## config.mk

```make
export PLATFORM = sky130hd
export DESIGN_NAME = limber_gnrl_fifo_wrarb
export DESIGN_NICKNAME = d
export VERILOG_FILES = /design/src/rtl/limber_gnrl_fifo_wrarb.sv
export SDC_FILE = /design/constraint.sdc
export NUM_CORES = 1
export LEC_CHECK = 0
export BUFFER_PORTS_ARGS = -buffer_cell sky130_fd_sc_hd__buf_2
export CAP_MARGIN = 5
export CORE_UTILIZATION = 45
export DETAILED_ROUTE_END_ITERATION = 12
export PLACE_DENSITY_LB_ADDON = 0.1
export SLEW_MARGIN = 20
export SYNTH_ARGS = -nofsm -noshare
export SYNTH_HDL_FRONTEND = slang
export SYNTH_SLANG_ARGS = --single-unit
```

## constraint.sdc

```tcl
create_clock -name clk -period 3.3 [get_ports clk]
set_input_delay 0.66 -clock clk [delete_from_list [all_inputs] [get_ports clk]]
set_output_delay 0.66 -clock clk [all_outputs]
set_load 0.05 [all_outputs]
```

## src/rtl/limber_gnrl_fifo_wrarb.sv

```systemverilog
// Round-robin write arbiter sharing one FIFO write port among NREQ valid/ready requesters.
// Latency: one IDLE cycle from request to grant; then one beat per cycle for up to MAXBURST beats.
// Backpressure: req_ready[owner] follows ~fifo_full; the grant is held while the owner stays valid.
//
// Ports:
//   clk, rst          clock and asynchronous active-low reset
//   req_valid/_ready  per-requester handshake; req_data carries requester i in [i*DW +: DW]
//   fifo_din/_wen     drive the FIFO write pins; fifo_full throttles them
//   fifo_ren/_empty   mirrored consumer read strobe and FIFO empty, used only for level
//   gnt_id, busy      current owner (meaningful while busy) and XFER indicator
//   level             FIFO occupancy, 0..2^AW-1
module limber_gnrl_fifo_wrarb #(
  parameter int NREQ     = 4,
  parameter int DW       = 8,
  parameter int AW       = 8,
  parameter int MAXBURST = 4,
  parameter int IDW      = 2
) (
  input  logic                 clk,
  input  logic                 rst,
  input  logic [NREQ-1:0]      req_valid,
  input  logic [NREQ*DW-1:0]   req_data,
  output logic [NREQ-1:0]      req_ready,
  output logic [DW-1:0]        fifo_din,
  output logic                 fifo_wen,
  input  logic                 fifo_full,
  input  logic                 fifo_ren,
  input  logic                 fifo_empty,
  output logic [IDW-1:0]       gnt_id,
  output logic                 busy,
  output logic [AW-1:0]        level
);

  typedef enum logic {
    IDLE = 1'b0,
    XFER = 1'b1
  } state_t;

  state_t         state;
  logic [IDW-1:0] ptr;
  logic [IDW-1:0] owner;
  logic [7:0]     beat_cnt;

  logic [IDW-1:0] sel_idx;
  logic           sel_vld;
  logic           owner_vld;
  logic           last_beat;
  logic           rd_eff;

  // Index arithmetic modulo NREQ, so non-power-of-two requester counts wrap correctly.
  function automatic logic [IDW-1:0] wrap_add(input logic [IDW-1:0] base, input int off);
    int s;
    s = int'(base) + off;
    if (s >= NREQ) s = s - NREQ;
    return s[IDW-1:0];
  endfunction

  // Scan from the highest offset down so the requester closest to ptr wins last.
  always_comb begin
    sel_idx = '0;
    sel_vld = 1'b0;
    for (int i = NREQ - 1; i >= 0; i--) begin
      if (req_valid[wrap_add(ptr, i)]) begin
        sel_idx = wrap_add(ptr, i);
        sel_vld = 1'b1;
      end
    end
  end

  assign owner_vld = req_valid[owner];

  always_comb begin
    req_ready = '0;
    fifo_wen  = 1'b0;
    fifo_din  = '0;
    if (state == XFER) begin
      req_ready[owner] = ~fifo_full;
      fifo_wen         = owner_vld & ~fifo_full;
      fifo_din         = req_data[int'(owner)*DW +: DW];
    end
  end

  assign last_beat = fifo_wen && (beat_cnt == 8'(MAXBURST - 1));
  assign rd_eff    = fifo_ren & ~fifo_empty;
  assign busy      = (state == XFER);
  assign gnt_id    = owner;

  always_ff @(posedge clk or negedge rst) begin
    if (!rst) begin
      state    <= IDLE;
      ptr      <= '0;
      owner    <= '0;
      beat_cnt <= '0;
      level    <= '0;
    end else begin
      case (state)
        IDLE: begin
          if (sel_vld) begin
            owner    <= sel_idx;
            beat_cnt <= '0;
            state    <= XFER;
          end
        end
        XFER: begin
          // Release on owner dropping valid (even while full) or after the final beat.
          if (!owner_vld || last_beat) begin
            state <= IDLE;
            ptr   <= wrap_add(owner, 1);
          end else if (fifo_wen) begin
            beat_cnt <= beat_cnt + 8'd1;
          end
        end
      endcase

      // A write and an effective read in the same cycle cancel out.
      if (fifo_wen && !rd_eff) begin
        level <= level + 1'b1;
      end else if (!fifo_wen && rd_eff) begin
        level <= level - 1'b1;
      end
    end
  end

endmodule

```

==> impl_metrics.json <==
{
  "status": "finished, final reports clean",
  "arrival_ns": 3.11,
  "worst-slew-pin-transition_ns": 0.514,
  "clock.fmax_ghz": 0.340,
  "place_ws_ns": 0.127,
  "grt_pass1_wl_um": 6850,
  "drive_gt1_share_pct": 40.2,
  "ant_nets": 0,
  "synth_edf_count": 0,
  "syn-cell-area_um2": 1690,
  "grt_overflow": 0,
  "wl_met2_um": 2150,
  "port_buffers": 64,
  "finClkSkew_ns": 0.0123,
  "fin_crit_ns": 2.94,
  "cts_sinks": 21,
  "regArea_um2": 527,
  "yosysWarningCount": 0,
  "fill_cells": 313,
  "grt_pass1_vias": 1572,
  "die_y_um": 63.2,
  "dpl_cell_area_um2": 2090,
  "diodes": 0,
  "cts.path.max_buffers": 2,
  "drc_errors": 0,
  "antenna_found_initial": 0,
  "fp-row-count": 21,
  "finalSetupViolCount": 0,
  "whs_ns": 0.334,
  "clock-root-buffer": "clkbuf_8",
  "cts_tree": "built",
  "avgViaCountPerCell": 5.73,
  "nets": 289,
  "htreeDepth": 1,
  "setup_slack_ns": 0.362,
  "cts_hold_buf": 0,
  "finalHoldViolCount": 0,
  "dr.max_layer_used": "met4",
  "numCtsBuffers": 3,
  "place_congestion": 0.776,
  "met3_wirelength_um": 145,
  "synth_top_area_cell": "dfrtp_1",
  "dp_hpwl_um": 3260,
  "timing.slew.headroom_pct": 65.6,
  "cap_violations": 0,
  "ir_drop_mv": 0.582,
  "synth_area_leaders": "dfrtp_1, mux4_2, ha_1",
  "wl_met1_um": 1730,
  "vias": 1604,
  "rsz0062_at_grt": "false",
  "async_flop_share_pct": 100,
  "cp_max_fo": 8,
  "dieArea_um2": 3990,
  "grt_start_max_net_pins": 22,
  "critPathKind": "primary input to flop",
  "synth.avg_cell_area_um2": 10.0,
  "synth_cell_types": 48,
  "cts-resized-gates": 0,
  "fin_crit_sh_pct": 89.0,
  "synthCells": 168,
  "wl_um": 4080,
  "areaGrowthSynthToFinish_pct": 26.6,
  "track_usage_pct": 21.4,
  "core_area_um2": 3470,
  "drt_iter0_markers": 74,
  "setup-tns-final_ns": 0,
  "yosys_register_bits": 21,
  "final_area_um2": 2130,
  "ioPinCount": 65,
  "multi_input_area_um2": 1110,
  "p_leak_nw": 1.02,
  "dr.pass1.iters": 4,
  "power_w": 0.00240,
  "powerDensity_nw_per_um2": 1120,
  "cts.clk_slew.worst_paths_ns": 0.08,
  "start_util_pct": 48.6,
  "synth_nets": 222,
  "routedWlPerCell_um": 14.6,
  "die_w_um": 63.2,
  "worstPathRequired_ns": 3.47,
  "seq_area_frac_synth_pct": 31.2,
  "drv_slew": 0,
  "yosys.area.top_type_share_pct": 31.2,
  "hp-class": "primary input to async pin",
  "ys.flop_type": "dfrtp_1",
  "clock_latency_ns": 0.27,
  "postCtsSetupRepairBufs": 0,
  "cp-end-kind": "flop",
  "start_kind": "primary input"
}
[layout make-up]
| cell class | instances | area share, % |
|---|---|---|
| Sequential cell | 21 | 24.7 |
| Timing Repair Buffer | 69 | 16.8 |
| Inverter | 8 | 1.58 |
| Tap cell | 46 | 2.70 |
| Multi-Input combinational cell | 132 | 52.1 |
| Clock inverter | 1 | 0.235 |
| Clock buffer | 3 | 1.94 |
[kinds of logic (layout without fill, tap and decap cells)]
kind of cell    count (synthesis)  after routing  share of synthesized area, %
mux                            15             15                          16.0
fa+ha+maj                      13             13                          10.1
compound gates                 41             41                          16.6
buf+inv                        15             81                          3.64
xor+xnor                        5              5                          2.60
simple gates                   58             58                          19.9
flops                          21             21                          31.2
[critical path, cell delays in order]
cell	delay (ns)
buf_2	0.12
mux4_2	0.51
nand2_1	0.15
clkinvlp_4	0.13
ha_4	0.18
inv_2	0.14
ha_1	0.31
a21oi_1	0.20
o211ai_1	0.23
mux2i_1	0.19
a221oi_1	0.28
[sequential cells by signal, summed over array words and instances, names as in the netlist]
name and cells:
gnt_id 2, ptr 2, level 8, busy 1
beat_cnt 8
[synthesized netlist by cell type, drive strengths merged (4+ instances only)]
library cell	count
mux4	9
and2	12
inv	8
o21ai	9
xnor2	4
nand2b	4
a21oi	9
nand2	15
mux2i	4
dfrtp	21
ha	12
buf	4
nand3	9
[placed cells by master, fill, tap and decap left out, types with 2 or more instances in the layout]
cell type / count
buf_2: 64
nand3b_1: 2
mux2i_1: 4
inv_1: 6
nor2b_1: 2
xnor2_1: 4
a21oi_1: 9
a2111oi_0: 2
buf_4: 5
a21o_1: 3
o211ai_1: 3
nand2_1: 14
o21a_1: 2
clkbuf_8: 3
and3_1: 2
and2_1: 12
dfrtp_1: 20
mux4_2: 9
nand2b_1: 4
ha_1: 11
o41ai_1: 2
nand3_1: 9
o311ai_0: 3
o21ai_0: 9
[metal layers]
layer  vias up  GRT usage (%)
met4         0           5.11
met1       790           25.1
li1        763              -
met5         -              0
met2        42           40.3
met3         9           3.44
[where the power goes]
group	internal [W]	total (W)	switching, W
logic	0.000638	0.00173	0.00109
registers	0.000378	0.000501	0.000123
clock network	0.0000842	0.000167	0.0000832
[final timing paths]
kind | from | end | slack [ns] | cells past startpoint
worst max-delay path | req_valid[3] | level[7]$_DFFE_PN0P_ | 0.36 | 11
worst min-delay path | rst | ptr[1]$_DFFE_PN0P_ | 0.33 | 1
worst max register to register | gnt_id[0]$_DFFE_PN0P_ | level[7]$_DFFE_PN0P_ | 0.47 | 10
worst min register to register | level[2]$_DFFE_PN0P_ | level[2]$_DFFE_PN0P_ | 0.52 | 2
max in group asynchronous | rst | gnt_id[0]$_DFFE_PN0P_ | 2.60 | 1
min in group clk | level[2]$_DFFE_PN0P_ | level[2]$_DFFE_PN0P_ | 0.52 | 2
[metrics by stage]
step           util (%)  instances
2_1_floorplan         -        168
3_3_place_gp       60.2        276
3_5_place_dp       60.2        276
4_1_cts            61.5        280
5_1_grt            61.5        280
6_report           61.5        280
Note: power is estimated with default switching activity, not from simulation.
